[src/rtl/mc_mainfsm.sv]
// mc_mainfsm: main control FSM for the multicycle MIPS datapath.
//
// Moves each instruction through fetch, decode, execute, memory and
// writeback. It drives the datapath mux selects and write enables, and
// passes aluop on to the ALU decoder. Instruction fetch, load read and
// store write each wait for the memory-ready handshake.
//
// Memory handshake: the FSM presents an access (iord, and memwrite for a
// store) for as long as it sits in FETCH, MEMRD or MEMWR. The access
// completes on a rising edge where memready=1, and the FSM leaves that state
// on the same edge. In every other state memready is ignored.
//
// Ports:
//   clk       system clock, rising edge
//   reset     asynchronous, active-high; forces state to FETCH
//   op        opcode from the instruction register, sampled in DECODE/MEMADR
//   memready  memory completes the current access this cycle
//   iord      memory address select (0=PC, 1=ALUOut)
//   irwrite   instruction register load enable
//   pcwrite   unconditional PC load enable
//   branch    conditional PC load enable (ANDed with zero in the datapath)
//   pcsrc     next-PC select (00=ALU, 01=ALUOut, 10=jump target)
//   alusrca   ALU A select (0=PC, 1=rs)
//   alusrcb   ALU B select (00=rt, 01=4, 10=signimm, 11=signimm<<2)
//   aluop     to aludec (00=add, 01=sub, 10=use funct)
//   memwrite  data memory write strobe
//   regwrite  register file write enable
//   regdst    write register select (0=rt, 1=rd)
//   memtoreg  writeback select (0=ALUOut, 1=memory data)
//   illegal   one-cycle pulse when DECODE sees an unsupported opcode
//   state     current state encoding (debug)
module mc_mainfsm (
  input  logic       clk,
  input  logic       reset,
  input  logic [5:0] op,
  input  logic       memready,
  output logic       iord,
  output logic       irwrite,
  output logic       pcwrite,
  output logic       branch,
  output logic [1:0] pcsrc,
  output logic       alusrca,
  output logic [1:0] alusrcb,
  output logic [1:0] aluop,
  output logic       memwrite,
  output logic       regwrite,
  output logic       regdst,
  output logic       memtoreg,
  output logic       illegal,
  output logic [3:0] state
);

  localparam logic [5:0] OP_LW    = 6'h23;
  localparam logic [5:0] OP_SW    = 6'h2B;
  localparam logic [5:0] OP_RTYPE = 6'h00;
  localparam logic [5:0] OP_BEQ   = 6'h04;
  localparam logic [5:0] OP_ADDI  = 6'h08;
  localparam logic [5:0] OP_J     = 6'h02;

  typedef enum logic [3:0] {
    FETCH   = 4'd0,
    DECODE  = 4'd1,
    MEMADR  = 4'd2,
    MEMRD   = 4'd3,
    MEMWB   = 4'd4,
    MEMWR   = 4'd5,
    RTYPEEX = 4'd6,
    RTYPEWB = 4'd7,
    BEQEX   = 4'd8,
    ADDIEX  = 4'd9,
    ADDIWB  = 4'd10,
    JEX     = 4'd11
  } state_t;

  state_t cur_state, nxt_state;

  always_ff @(posedge clk or posedge reset) begin
    if (reset) cur_state <= FETCH;
    else       cur_state <= nxt_state;
  end

  assign state = cur_state;

  always_comb begin
    nxt_state = FETCH;
    iord      = 1'b0;
    irwrite   = 1'b0;
    pcwrite   = 1'b0;
    branch    = 1'b0;
    pcsrc     = 2'b00;
    alusrca   = 1'b0;
    alusrcb   = 2'b00;
    aluop     = 2'b00;
    memwrite  = 1'b0;
    regwrite  = 1'b0;
    regdst    = 1'b0;
    memtoreg  = 1'b0;
    illegal   = 1'b0;

    case (cur_state)
      FETCH: begin
        // PC+4 is computed every fetch cycle; IR and PC load only on the
        // cycle the memory actually returns the instruction.
        alusrcb   = 2'b01;
        irwrite   = memready;
        pcwrite   = memready;
        nxt_state = memready ? DECODE : FETCH;
      end
      DECODE: begin
        // Branch target PC + (signimm<<2) is precomputed into ALUOut.
        alusrcb = 2'b11;
        case (op)
          OP_LW, OP_SW: nxt_state = MEMADR;
          OP_RTYPE:     nxt_state = RTYPEEX;
          OP_BEQ:       nxt_state = BEQEX;
          OP_ADDI:      nxt_state = ADDIEX;
          OP_J:         nxt_state = JEX;
          default: begin
            nxt_state = FETCH;
            illegal   = 1'b1;
          end
        endcase
      end
      MEMADR: begin
        alusrca = 1'b1;
        alusrcb = 2'b10;
        if (op == OP_LW)      nxt_state = MEMRD;
        else if (op == OP_SW) nxt_state = MEMWR;
        else                  nxt_state = FETCH;
      end
      MEMRD: begin
        iord      = 1'b1;
        nxt_state = memready ? MEMWB : MEMRD;
      end
      MEMWB: begin
        regwrite = 1'b1;
        memtoreg = 1'b1;
      end
      MEMWR: begin
        // Write strobe held for the whole access, until memready completes it.
        iord      = 1'b1;
        memwrite  = 1'b1;
        nxt_state = memready ? FETCH : MEMWR;
      end
      RTYPEEX: begin
        alusrca   = 1'b1;
        aluop     = 2'b10;
        nxt_state = RTYPEWB;
      end
      RTYPEWB: begin
        regwrite = 1'b1;
        regdst   = 1'b1;
      end
      BEQEX: begin
        alusrca = 1'b1;
        aluop   = 2'b01;
        pcsrc   = 2'b01;
        branch  = 1'b1;
      end
      ADDIEX: begin
        alusrca   = 1'b1;
        alusrcb   = 2'b10;
        nxt_state = ADDIWB;
      end
      ADDIWB: begin
        regwrite = 1'b1;
      end
      JEX: begin
        pcsrc   = 2'b10;
        pcwrite = 1'b1;
      end
      default: begin
        // Unreachable encodings 12-15: all outputs zero, recover to FETCH.
        nxt_state = FETCH;
      end
    endcase

    // The state register is already FETCH during reset, so the mux selects
    // show their FETCH values; the strobes are killed combinationally so
    // nothing writes while reset is held.
    if (reset) begin
      irwrite  = 1'b0;
      pcwrite  = 1'b0;
      branch   = 1'b0;
      memwrite = 1'b0;
      regwrite = 1'b0;
      illegal  = 1'b0;
    end
  end

endmodule

[config.mk]
export PLATFORM = sky130hd
export DESIGN_NAME = mc_mainfsm
export DESIGN_NICKNAME = d
export VERILOG_FILES = /design/src/rtl/mc_mainfsm.sv
export SDC_FILE = /design/constraint.sdc
export NUM_CORES = 1
export LEC_CHECK = 0
export ABC_CLOCK_PERIOD_IN_PS = 3000
export CAP_MARGIN = 20
export CORE_AREA = 4 4 41 43
export DETAILED_ROUTE_END_ITERATION = 6
export DIE_AREA = 0 0 45 47
export GPL_TIMING_DRIVEN = 0
export HOLD_SLACK_MARGIN = 0.12
export PLACE_DENSITY = 0.79
export SLEW_MARGIN = 30
export SYNTH_ARGS = -nofsm -noshare
export SYNTH_HDL_FRONTEND = slang
export SYNTH_SLANG_ARGS = --single-unit
[constraint.sdc]
create_clock -name clk -period 3 [get_ports clk]
set_input_delay 0.6 -clock clk [delete_from_list [all_inputs] [get_ports clk]]
set_output_delay 0.6 -clock clk [all_outputs]
set_load 0.05 [all_outputs]
==> results.txt, run 1 <==
The run finished with clean final reports. Once routing completed, OpenROAD measured the worst setup slack at 0.136 ns. The logs give 0 for the synthesis warning total and 0.23 ns for the clock insertion delay at the later pin of the skew report. Synthesized netlist cell count: 72. At the end of routability-driven placement, the weighted congestion stood at 0.819. Relative to the synthesized area, the layout overhead comes to 66.3%. The logs give 63.2% for the utilization of the core after routing and 117 for the final non-filler cell total.

In this run the remaining antenna-violating nets after routing total 0. The width of the die works out to 45 um. For this configuration, the core starts out at a cell density of 38.0%. The tightest hold path in the finished design has a slack of 0.771 ns. Data arrives at the worst endpoint at 2.26 ns.

The cell area after synthesis is 494 sq um. 0 antenna diodes ended up in the layout. Summing all non-filler instances in the final layout gives an area of 822 sq um. The core region is 1300 sq um. The worst path in the final design needs a cycle of 2.86 ns, including I/O delays and setup. After clock tree synthesis, the clock-pin slew on the worst setup and hold paths is 0.03 ns. The largest fanout on the critical path works out to 7. The path class of the tightest hold or removal check is register to register. In the finished design, the share of the clock period the worst path needs comes to 95.5%. For the first-pass GRT wire length, the log shows 2570 um. The proportion of netlist area held by the largest area contributor was 20.3%. In this run the tightest slew margin relative to its limit is 65.3%. After global routing the overflow that remains totals 0. Across the run, the number of max-cap violations was 0. Setup repair after global routing left no endpoint under its margin. Leading cell type by number of instances after synthesis: sky130_fd_sc_hd__nor3_1.

The violation count after the first detailed-route iteration is 9, and the share of synthesized flip-flops with an asynchronous set or reset is 100%. After detailed routing, the total wire length is 1580 um. Number of input and output port buffers inserted: 27. STA classifies the critical path endpoint as a primary output. In this run the deepest clock path goes through 2 buffers. The netlist uses 35 different library cells. The run gives 626 as the number of global-route vias before repair. Counting every sink on the clock net gives 4. The primary flip-flop cell chosen by synthesis mapping was sky130_fd_sc_hd__dfrtp_1.

Using the TritonRoute via totals, the vias-per-cell ratio works out to 5.66. The placed instances occupy a cell area of 797 sq um. The register with the most flip-flops in the layout has 4 of them.

The setup path with the least slack is of type primary input to primary output. Dividing the synthesized area by the synthesized cell count gives 6.86 sq um. The run gives 114 as the number of placed instances, taps included.

Entering global routing, the biggest net connects 11 pins. Sequential area share after synthesis: 20.3%. The power density over the cells was 305 nW/um^2; the worst endpoint required time was 2.40 ns. Measured in cells, the most critical reg-to-reg path has a length of 6. In this run the clock root is driven by a sky130_fd_sc_hd__clkbuf_4. IR analysis of the VDD net gives a maximum drop of 0.210 mV. Counting the fill cells in the layout gives 122. The post-route setup TNS was 0 ns. The run gives 1 as the level count of the clock H-tree. The number of synthesized register bits is 4, and the number of buffers created by CTS is 3. The final hold violation count was 0. Summing internal, switching and leakage power gives 251 uW.

For the number of cell rows, the log shows 13. The total die area was 2120 sq um. The routed wirelength normalized by instance count was 13.5 um; the DRC violation count after routing was 0. The detailed placement HPWL is 1260 um, and the count of pins over their slew limit is 0. The commonest cells after synthesis are sky130_fd_sc_hd__nor3_1 (9), sky130_fd_sc_hd__nor2_1 (8), sky130_fd_sc_hd__clkbuf_1 (4), sky130_fd_sc_hd__dfrtp_1 (4), sky130_fd_sc_hd__nand2b_1 (4). For the setup slack after placement, the log shows -0.262 ns. Counting flops with a built-in enable in the synthesized netlist gives 0.

For the pin with the worst max-slew slack, the measured transition is 0.519 ns. The analysis attributes to cell leakage a power of 0.361 nW. The die is 47 um tall. The final net count is 113.

For this run, the top clock speed supported by timing is 349 MHz. The biggest area consumer among synthesized cells is sky130_fd_sc_hd__dfrtp_1. The number of setup buffers added after CTS is 0. The number of nets handed over by synthesis was 81.

Setup violations remaining at the end of the flow were counted as 0. In the post-synthesis netlist, the biggest area contributors are sky130_fd_sc_hd__dfrtp_1 (20%), sky130_fd_sc_hd__nor3_1 (9.1%), sky130_fd_sc_hd__nor2_1 (6.1%). Of the cells placed in the final design, the portion with a size suffix greater than 1 is 11.8%. The detailed router placed 662 vias in this run. The initial antenna violation count was 0; the first-pass detailed-route iteration total was 4.

Pin placement for this block handled 29 I/O pins. TritonCTS built the clock tree. The aggregate global-route resource usage was 16.4%; the cell count of the worst hold path was 3.

The worst setup path is launched from a primary input. Clock skew on the completed layout was measured at 0.00527 ns.
critical path: stages:
cell	delay [ns]
sky130_fd_sc_hd__clkdlybuf4s50_1	0.56
sky130_fd_sc_hd__nor4_2	0.26
sky130_fd_sc_hd__clkdlybuf4s50_1	0.84
report_power, final:
group | internal, mW | total (mW) | switching, mW
Sequential | 0.0572 | 0.0593 | 0.00213
Clock | 0.0447 | 0.0655 | 0.0209
Combinational | 0.0414 | 0.126 | 0.0847
cell type report:
| class | count | area [sq um] | area share, % |
|---|---|---|---|
| Multi-Input combinational cell | 57 | 360 | 43.8 |
| Timing Repair Buffer | 27 | 273 | 33.2 |
| Sequential cell | 4 | 100 | 12.2 |
| Clock buffer | 3 | 22.5 | 2.74 |
| Inverter | 4 | 15.0 | 1.83 |
| Tap cell | 15 | 18.8 | 2.28 |
| Buffer | 7 | 32.5 | 3.96 |
cells in the final DEF, fill, tap and decap left out, types with 2 or more instances in the layout:
| cell | Yosys | routed |
|---|---|---|
| sky130_fd_sc_hd__clkbuf_4 | 0 | 3 |
| sky130_fd_sc_hd__a21oi_1 | 3 | 3 |
| sky130_fd_sc_hd__nor2_1 | 8 | 7 |
| sky130_fd_sc_hd__dfrtp_1 | 4 | 4 |
| sky130_fd_sc_hd__o31ai_1 | 2 | 2 |
| sky130_fd_sc_hd__nand2_1 | 3 | 3 |
| sky130_fd_sc_hd__dlygate4sd2_1 | 0 | 2 |
| sky130_fd_sc_hd__xor2_1 | 2 | 2 |
| sky130_fd_sc_hd__clkbuf_1 | 4 | 4 |
| sky130_fd_sc_hd__buf_2 | 2 | 2 |
| sky130_fd_sc_hd__nand2b_1 | 4 | 4 |
| sky130_fd_sc_hd__nand3_1 | 3 | 3 |
| sky130_fd_sc_hd__dlymetal6s2s_1 | 0 | 4 |
| sky130_fd_sc_hd__clkdlybuf4s50_1 | 0 | 20 |
| sky130_fd_sc_hd__o22ai_1 | 2 | 2 |
| sky130_fd_sc_hd__nor3_1 | 9 | 8 |
| sky130_fd_sc_hd__inv_1 | 3 | 3 |
metal layers:
layer	vias to the layer above	global-route usage [%]	share of wire, %	routed length (um)
met3	0	3.83	6.2	98
met1	308	18.8	41	656
met5	-	0	0	0
met2	28	29.1	52	826
met4	0	7.02	0	0
li1	326	-	-	-
what timing repair did:
item | CTS | global route
gates cloned | 0 | 0
pin swaps | 0 | 0
gates resized for setup | 3 | 7
endpoints found under the setup margin | 3 | 5
hold buffers | 0 | 0
worst paths after layout:
check                                   start                  to  slack, ns
setup / recovery                        reset              branch       0.14
hold / removal             state[1]$_DFF_PP0_  state[2]$_DFF_PP0_       0.77
setup reg to reg           state[3]$_DFF_PP0_  state[0]$_DFF_PP0_       1.34
hold reg to reg            state[1]$_DFF_PP0_  state[2]$_DFF_PP0_       0.77
max in group asynchronous               reset  state[2]$_DFF_PP0_       2.07
min in group asynchronous               reset  state[3]$_DFF_PP0_       0.78
logic make-up (layout without fill, tap and decap cells):
group                     after synthesis  count (layout)  share of synthesized area [%]
muxes                                   1               1                           2.03
buffers and inverters                  11              41                           9.62
and+or+nand+nor                        37              37                           40.8
DFF                                     4               4                           20.3
xor gates and xnor gates                3               3                           5.32
AOI/OAI and AO/OA                      16              16                           22.0
(Power assumes the default switching activity.)
==> run 2, diff against run 1 <==
--- a/config.mk
+++ b/config.mk
@@ -7,9 +7,9 @@
 export LEC_CHECK = 0
 export ABC_CLOCK_PERIOD_IN_PS = 3000
 export CAP_MARGIN = 20
-export CORE_AREA = 4 4 41 43
+export CORE_AREA = 2 2 39 41
 export DETAILED_ROUTE_END_ITERATION = 6
-export DIE_AREA = 0 0 45 47
+export DIE_AREA = 0 0 41 43
 export GPL_TIMING_DRIVEN = 0
 export HOLD_SLACK_MARGIN = 0.12
 export PLACE_DENSITY = 0.79
==> results.txt, run 2 (synthesized netlist as in run 1, its figures left out) <==
The count of pins over their slew limit is 0, and the initial antenna violation count is 0. The critical path goes through clkdlybuf4s50_1, nor4_2, clkdlybuf4s50_1. After detailed routing, the number of remaining DRC violations is 0. The run gives 649 as the via count of the routed design. The final hold violation count was 0.

The first global-routing pass estimated 2280 um of wire. Leaving out fill and tap cells, the most frequent cell in the layout is sky130_fd_sc_hd__clkdlybuf4s50_1. The clock transition at the registers of the reported paths was 0.04 ns; the flip-flop count of the largest register, all copies and words added was 4. The post-route worst hold slack was 0.761 ns. The area added between synthesis and finish is 65.6%, and the largest net degree at the start of global routing is 11. Remaining antenna violation count: 0. After legalization and detailed placement, the total HPWL measured 1120 um.

Registers take 100 sq um. The final design instance area without fill came out at 818 sq um. Cell with the largest stage delay on the worst path: sky130_fd_sc_hd__clkdlybuf4s50_1. Dividing total power by cell area gives a power density of 306 nW/um^2. Data on the critical path is required at its endpoint by 2.40 ns. The smallest clock period supported by the final layout is computed as 2.86 ns.

The violation count after the first detailed-route iteration was 7. The tools report the kind of end point of the critical path as a primary output. The floorplan step set the die width to 41 um.

The number of antenna diodes came out at 0. Setup repair after global routing left no endpoint under its margin. In this run the vertical extent of the chip is 43 um. At the worst endpoint, the arrival time is 2.26 ns.

The tools report the level count of the clock H-tree as 1. The dominant cell type by count on the critical path was sky130_fd_sc_hd__clkdlybuf4s50_1. The logs give 146 for the count of filler cells inserted in the layout and 1760 sq um for the total die area. Clock tree synthesis selected as its root buffer the cell sky130_fd_sc_hd__clkbuf_4.

At the pin with the least slew margin, the transition time is 0.506 ns. The area of the multi-input gates is 360 sq um, and the number of clock sinks seen by CTS is 4. Global routing consumed, over all layers together, 18.6% of the routing resources. The worst setup path is launched from a primary input. TritonCTS built the clock tree. The tools report the maximum root-to-sink buffer count as 2. The tools report the number of hold-repair buffers added at the cts stage as 0.

The class of the tightest hold or removal check is primary input to async pin. The tools report the number of global-route vias before repair as 562. The starting density of the core is 35.7%. The run finished with clean final reports. In this run the cell area measured after placement is 798 sq um.

After layout, the worst setup slack is 0.140 ns. For this design the static power due to leakage is 0.325 nW. For this run, the top clock speed supported by timing is 350 MHz.

The fraction of layout cells with a size suffix above 1 came out at 11.8%. The design draws 251 uW. The sum of overflow across all layers after global routing was 0; the core footprint was 1380 sq um.

The global placement routability congestion is 0.824, and the largest fanout on the critical path is 7. The clock arrives with 0.00834 ns of skew. The number of setup violations in the final report was 0.

Dividing the detail-routed via count by the number of cells gives 5.50. The number of input and output port buffers inserted was 27; the worst stage delay on the critical path was 0.84 ns. The run gives 0.170 mV as the worst ir drop on vdd. For the worst flop-to-flop path, the logic depth is 6. The first-pass detailed-route iteration total came out at 4. The type of the worst setup path was primary input to primary output. The number of placed instances, taps included, is 115. For the final net count, the log shows 113. The number of primary I/O pins is 29, and the number of cell rows is 14. The tightest slew margin relative to the limit is 66.2%, and the routed wirelength normalized by instance count is 12.2 um.

The clock insertion delay at the later pin of the skew report is 0.24 ns. Setup slack after placement: -0.262 ns. Max-cap violations in this run came to 0. TritonCTS created 3 clock buffers. The finished layout holds 118 standard cells, fillers aside. In the finished design, the share of the clock period the worst path needs comes to 95.3%. Leaving out fill and tap cells, the most frequent cells in the layout are sky130_fd_sc_hd__clkdlybuf4s50_1 (22), sky130_fd_sc_hd__nor3_1 (8), sky130_fd_sc_hd__nor2_1 (7). Wires add up to 1440 um.
==> run 2: cell types whose count changed in the layout (fill, tap and decap cells not counted) <==
cell	previous run	this run
sky130_fd_sc_hd__clkdlybuf4s50_1	20	22
sky130_fd_sc_hd__dlymetal6s2s_1	4	2
==> run 2: stage by stage <==
| stage | utilization [%] | setup TNS [ns] |
|---|---|---|
| after floorplan | - | -0.000170 |
| after global placement | 57.7 | -0.444 |
| after detailed placement | 57.7 | -0.446 |
| after CTS | 59.0 | 0 |
| after global routing | 59.1 | 0 |
| final | 59.1 | 0 |
==> run 2: final timing paths <==
kind	start	to	slack (ns)
max in group asynchronous	reset	state[0]$_DFF_PP0_	2.08
min in group clk	state[1]$_DFF_PP0_	state[2]$_DFF_PP0_	0.76
worst min register to register	state[1]$_DFF_PP0_	state[2]$_DFF_PP0_	0.76
worst max-delay path	reset	branch	0.14
worst max register to register	state[3]$_DFF_PP0_	state[0]$_DFF_PP0_	1.28
worst min-delay path	reset	state[2]$_DFF_PP0_	0.76
==> run 2: timing repair <==
action,in CTS,in global routing
pin swaps,0,0
resized for setup,3,5
buffers inserted,0,0
setup endpoints to repair,3,3
==> run 2: final cells by class <==
class | instances | area share [%]
clock buffer | 3 | 2.75
tap | 16 | 2.45
timing repair buffer | 27 | 32.7
inverter | 4 | 1.83
buffer | 7 | 3.98
sequential | 4 | 12.2
multi-input combinational | 57 | 44.0
==> run 2: routing by layer <==
metal  global-route usage, %  vias up  routed length [um]
met5                       0        -                   0
met4                    8.00        0                  12
met3                    3.14        2                  56
met2                    30.0       19                 711
met1                    22.9      303                 655
li1                        -      325                   -
==> run 2: power by group <==
| part | switching (mW) | leakage (nW) | internal [mW] |
|---|---|---|---|
| logic | 0.0835 | 0.257 | 0.0414 |
| clock network | 0.0215 | 0.0138 | 0.0447 |
| registers | 0.00244 | 0.0542 | 0.0572 |
==> run 2: critical path: cells and delay by family <==
kind / cells / cell delay [ns]
buffers and inverters: 2 / 1.39
and+or+nand+nor: 1 / 0.26
